File: config.mk
export PLATFORM = sky130hd
export DESIGN_NAME = jk_sync_counter
export DESIGN_NICKNAME = d
export VERILOG_FILES = /design/src/rtl/jk_sync_counter.sv
export SDC_FILE = /design/constraint.sdc
export NUM_CORES = 1
export LEC_CHECK = 0
export ABC_AREA = 1
export BUFFER_PORTS_ARGS = -buffer_cell sky130_fd_sc_hd__buf_2
export CORE_AREA = 2 2 39 41
export CTS_CLUSTER_DIAMETER = 150
export DETAILED_ROUTE_END_ITERATION = 7
export DIE_AREA = 0 0 41 43
export PLACE_DENSITY_LB_ADDON = 0.05
export SYNTH_ARGS = -nofsm -noshare
export SYNTH_HDL_FRONTEND = slang
export SYNTH_SLANG_ARGS = --single-unit
File: constraint.sdc
create_clock -name CLK -period 1.65 [get_ports CLK]
set_input_delay 0.165 -clock CLK [delete_from_list [all_inputs] [get_ports CLK]]
set_output_delay 0.165 -clock CLK [all_outputs]
set_load 0.005 [all_outputs]
File: src/rtl/jk_sync_counter.sv
// Synchronous modulo-MODULUS up/down counter built from per-bit JK toggle cells.
// Optional build macro JK_CTR_SATURATE_EN: saturate at the limits instead of wrapping.
module jk_sync_counter #(
   parameter int WIDTH   = 4,
   parameter int MODULUS = 10
) (
   input  logic             CLK,
   input  logic             Clear,
   input  logic             En,
   input  logic             Up,
   input  logic             Load,
   input  logic [WIDTH-1:0] D,
   output logic [WIDTH-1:0] Q,
   output logic [WIDTH-1:0] Q_prim,
   output logic             TC,
   output logic             Wrap
);

   localparam logic [WIDTH-1:0] MAX_VAL = WIDTH'(MODULUS - 1);
   localparam logic [WIDTH:0]   MOD_EXT = (WIDTH + 1)'(MODULUS);

   logic [WIDTH-1:0] q_r;
   logic [WIDTH-1:0] q_prim_r;
   logic             wrap_r;
   logic [WIDTH-1:0] t_up;
   logic [WIDTH-1:0] t_dn;
   logic [WIDTH-1:0] j;
   logic [WIDTH-1:0] k;
   logic [WIDTH-1:0] q_next;
   logic [WIDTH-1:0] load_val;
   logic             count_en;
   logic             at_limit;
   logic             wrap_evt;

   // Loads of values outside the count range are forced to zero.
   function automatic logic [WIDTH-1:0] clamp_load(input logic [WIDTH-1:0] d);
      return ({1'b0, d} < MOD_EXT) ? d : '0;
   endfunction

   function automatic logic [WIDTH-1:0] jk_next(input logic [WIDTH-1:0] q,
                                                input logic [WIDTH-1:0] jv,
                                                input logic [WIDTH-1:0] kv);
      return (jv & ~q) | (~kv & q);
   endfunction

   assign load_val = clamp_load(D);
   assign count_en = En & ~Load;
   assign at_limit = Up ? (q_r == MAX_VAL) : (q_r == '0);

   always_comb begin
      t_up = '0;
      t_dn = '0;
      t_up[0] = 1'b1;
      t_dn[0] = 1'b1;
      for (int i = 1; i < WIDTH; i++) begin
         t_up[i] = t_up[i-1] & q_r[i-1];
         t_dn[i] = t_dn[i-1] & q_prim_r[i-1];
      end
   end

   // J/K drive: load forces each cell to D, wrap steers cells to the far limit.
   always_comb begin
      j = '0;
      k = '0;
      if (Load) begin
         j = load_val;
         k = ~load_val;
      end else if (En) begin
         if (at_limit) begin
`ifdef JK_CTR_SATURATE_EN
            j = '0;
            k = '0;
`else
            if (Up) begin
               j = '0;
               k = q_r;
            end else begin
               j = MAX_VAL;
               k = ~MAX_VAL;
            end
`endif
         end else if (Up) begin
            j = t_up;
            k = t_up;
         end else begin
            j = t_dn;
            k = t_dn;
         end
      end
      q_next = jk_next(q_r, j, k);
   end

`ifdef JK_CTR_SATURATE_EN
   assign wrap_evt = 1'b0;
`else
   assign wrap_evt = count_en & at_limit;
`endif

   always_ff @(posedge CLK or posedge Clear) begin
      if (Clear) begin
         q_r      <= '0;
         q_prim_r <= '1;
         wrap_r   <= 1'b0;
      end else begin
         q_r      <= q_next;
         q_prim_r <= ~q_next;
         wrap_r   <= wrap_evt;
      end
   end

   assign Q      = q_r;
   assign Q_prim = q_prim_r;
   assign Wrap   = wrap_r;
   assign TC     = count_en & at_limit;

endmodule

==> Yosys cells after proc, flatten, opt, wreduce, memory -nomap -nowiden <==
Index checks and enable logic that the tools add are counted.
{ "classes": {"n_lt_le_gt_ge": 1, "n_eq_ne": 1, "n_mux": 11, "bitwise_logic": 14, "n_reduce_logical": 1} }
{ "op_table": {"columns": ["cell", "n"], "rows": [
  ["4-bit two-way mux", 10],
  ["4-bit NOT", 4],
  ["4-bit AND", 2],
  ["1-bit AND", 6],
  ["4-bit == test, second input constant", 1],
  ["4-bit zero test", 1],
  ["4-bit < comparator, second input constant", 1],
  ["4-bit OR", 1],
  ["1-bit two-way mux", 1],
  ["1-bit NOT", 1]
]} }
{ "word_totals": {"regBits": 9, "input_bits": 9, "output_inout_bits": 10, "wordCells": 31} }

==> Logic depth before layout (Yosys ltp) <==
{ "depth": {"ltp_word": 10, "ltp_mapped": 8, "mapped_depth_nobuf": 8} }

==> Worst setup path after synthesis <==
OpenSTA, ideal clock, no wires.
{ "synth_path": {"kind": "flip-flop to flip-flop", "start": "register q_r[1], in the netlist Q[1]", "end": "register q_r[3], in the netlist Q[3]", "setup_time_ps": 118, "arrival_time_ps": 962, "required_ps": 1532, "path_slack_ps": 570, "path_stages_with_launch": 7, "n_path_buf": 0, "period_less_slack_ps": 1080, "path_cell_list": "dfrtp_1 nor2_4 nand4_1 nand3_2 nand2_1 nand2_1 nor2_1"} }
{ "synth_via": {"elab_chain_cells": 9, "elab_cells_between_ends": 16, "cone_classes": "eq/ne: 1; mux: 8; bitwise: 6; reduce/logical: 1"} }
{ "synth_rtl": {"columns": ["element", "line", "text"], "rows": [
  ["start, declared", "22", "logic [WIDTH-1:0] q_r;"],
  ["start signal, assigned", "105", "q_r <= q_next;"],
  ["1-bit AND (2 in series)", "56", "t_up[i] = t_up[i-1] & q_r[i-1];"],
  ["4-bit two-way mux", "82", "end else if (Up) begin"],
  ["4-bit two-way mux", "69", "if (at_limit) begin"],
  ["4-bit two-way mux", "68", "end else if (En) begin"],
  ["4-bit two-way mux", "65", "if (Load) begin"],
  ["4-bit NOT", "43", "return (jv & ~q) | (~kv & q);"],
  ["4-bit AND", "43", null],
  ["4-bit OR *", "43", null],
  ["named net q_next[3]", "29", "logic [WIDTH-1:0] q_next;"]
]} }
Mark *: on every way through the listed nets, which the timed path passes. The rest lies on a longest branch.

==> Worst setup path after layout <==
{ "layout_path": {"start": "register q_r[1], in the netlist Q[1]", "end": "output port TC"} }
{ "layout_via": {"elab_chain_cells": 3, "elab_cells_between_ends": 4, "cone_classes": "eq/ne: 1; mux: 1; bitwise: 1; reduce/logical: 1"} }
{ "layout_rtl": {"columns": ["element", "line", "text"], "rows": [
  ["4-bit == test / 4-bit zero test (equally long branches)", "48", "assign at_limit = Up ? (q_r == MAX_VAL) : (q_r == '0);"],
  ["1-bit two-way mux *", "48", null],
  ["1-bit AND *", "114", "assign TC = count_en & at_limit;"],
  ["end, declared", "15", "output logic TC,"]
]} }
Every way passes the cells marked *; elsewhere a longest branch is shown, timed or not.

==> impl_metrics.yaml <==
global_route:
  grt_pass1_vias: 471
  grt_use_total: 0.166
  grt_start_max_net_pins: 10
  grt_overflow: 0
  antenna_found_initial: 0
  grt_pass1_wl_um: 1910
floorplanning:
  ios: 19
  die_area_um2: 1760
  start_util: 0.376
  die_y_um: 43
  rows: 14
  core-area_um2: 1380
  fp.dieW_um: 41
route:
  routed_wl_um: 1110
  post-route-drc-count: 0
  drtAntennaViolNets: 0
  drt_iter0_markers: 8
  routed-via-count: 513
  vias_per_cell: 4.62
  first_pass_iters: 4
  wl_per_cell_um: 9.98
final_layout:
  fin_util: 0.483
  num-nets-final: 105
  drive_gt1_frac: 0.316
  n_antenna_cell: 0
  final_area_um2: 668
  area_growth_pct: 28.4
synth:
  synthCells: 72
  ys_ff_latch: 9
  netlist.area_leader.share: 0.240
  seq_area_frac_synth: 0.442
  yosysTopAreaCell: "dfrtp_1"
  synth-edff-count: 0
  yosysMostFrequentCell: "nand2_1"
  synth_cell_types: 14
  synth_area_per_cell_um2: 7.23
  yosys_most_used_dff: "dfrtp_1"
  synth_top_cells_by_area: "dfrtp_1 (24%), dfstp_2 (20%), nand2_1 (17%), nand3_1 (8.7%), inv_1 (8.7%)"
  ys_warn_count: 0
  ys_top_cells_by_count: "nand2_1 (23), inv_1 (12), nand3_1 (9), nor2_1 (6)"
  synth_fp_nets: 81
  async_flop_share: 1.00
  synth_area_um2: 520
power_and_ir_drop:
  leakage_nw: 0.381
  p_per_area_nw_per_um2: 910
  ir_drop_uv: 384
clocking:
  clk_path_buf_depth: 2
  worstSkewPairLatency_ns: 0.26
  cts_buffers: 3
  clock_sinks: 9
  h-tree-depth: 1
  root_buffer: "clkbuf_4"
  cts_tree: "done"
  clk_pin_slew_ns: 0.06
timing:
  setup_tns_ns: 0
  rsz0062_at_grt: "false"
  finalHoldViolCount: 0
  final-setup-viol-count: 0
  max-slew-margin-rel: 0.772
  layout_setup_ws_ns: 0.141
  fin_skew_ns: 0.00399
  tightest_slew_ns: 0.342
  period_share: 0.914
  finalCriticalPeriod_ns: 1.51
  fmax_mhz: 663
  drv_slew: 0
placed_design:
  dp_slack_ns: 0.426
  dpl_cell_area_um2: 631
  port_buffers: 18
  hpwl_um: 938
  place_congestion: 0.713
status:
  status: "completed"
worst_setup_path:
  worstSetupPathType: "reg2out"
  crit_required_ns: 1.48
  cp-end-kind: "output port"
  worstSetupStartpointType: "flip-flop"
  path_max_fanout: 6
  crit_arrival_ns: 1.34
run:
  max_cap_viol_count: 0
hold_path:
  min_path_type: "in2reg"
layout make-up:
| type | count | area [um2] |
|---|---|---|
| clock inverters | 1 | 5.00 |
| repair buffers | 19 | 100 |
| multi-input cells | 51 | 245 |
| clock buffers | 3 | 22.5 |
| fillers | 155 | 716 |
| inverters | 12 | 45.0 |
| well taps | 16 | 20.0 |
| flip-flops and latches | 9 | 230 |
routing by layer:
layer | track usage | share of wire | up-vias | routed length (um)
li1 | - | - | 273 | -
met4 | 0.120 | 0.028 | 0 | 31
met1 | 0.225 | 0.49 | 221 | 547
met2 | 0.225 | 0.43 | 15 | 474
met3 | 0.0314 | 0.049 | 4 | 54
met5 | 0 | 0 | - | 0
power breakdown:
part | leakage (nW) | switching [mW] | internal, mW | total, mW
combinational | 0.259 | 0.0884 | 0.0648 | 0.153
clock | 0.0177 | 0.0764 | 0.0893 | 0.166
sequential | 0.104 | 0.0301 | 0.259 | 0.289
repair_timing:
action	in CTS	in global routing
hold buffers	1	0
gates resized for setup	0	0
hold endpoints to repair	5	0
setup buffers	0	0
sequential cells by signal (all words and copies together), names as in the netlist:
register  count
Wrap          1
Q_prim        4
Q             4
logic make-up (layout without fill, tap and decap cells):
| family | count (synthesis) | after routing | share of synthesized area |
|---|---|---|---|
| xor+xnor | 1 | 1 | 0.0168 |
| flops | 9 | 9 | 0.442 |
| simple gates | 42 | 42 | 0.368 |
| compound gates | 8 | 8 | 0.0865 |
| buf+inv | 12 | 35 | 0.0865 |
through the flow:
step / hold slack (ns) / power, mW / cells
2_1_floorplan: -0.00994 / 0.383 / 72
3_3_place_gp: 0.140 / 0.447 / 106
3_5_place_dp: 0.144 / 0.447 / 106
4_1_cts: 0.160 / 0.620 / 111
5_1_grt: 0.198 / 0.660 / 111
6_report: 0.166 / 0.608 / 111
critical path, cell delays in order, from the launching register on:
cell and delay [ns]:
dfrtp_1 0.45, nor2_4 0.17, nand4_1 0.14, a21oi_1 0.19
buf_2 0.14
cells in the final DEF, fill, tap and decap left out, types with 2 or more instances in the layout:
cell type,synthesis,layout
a21oi_1,5,5
buf_2,0,18
clkbuf_4,0,3
dfrtp_1,5,5
dfstp_2,4,4
inv_1,12,12
nand2_1,23,23
nand3_1,9,9
nand3_2,2,2
nor2_1,6,6
path summary, 6_finish.rpt:
kind | start | slack [ns] | depth (start not counted) | to
min in group asynchronous | Clear | 0.40 | 3 | Q[2]
hold / removal | D[2] | 0.17 | 4 | Q_prim[2]
setup reg to reg | Q[1] | 0.48 | 6 | Q[3]
hold reg to reg | Q[3] | 0.62 | 3 | Q_prim[3]
setup / recovery | Q[1] | 0.14 | 4 | TC
max in group asynchronous | Clear | 0.95 | 3 | Q_prim[3]
(Power assumes the default switching activity.)
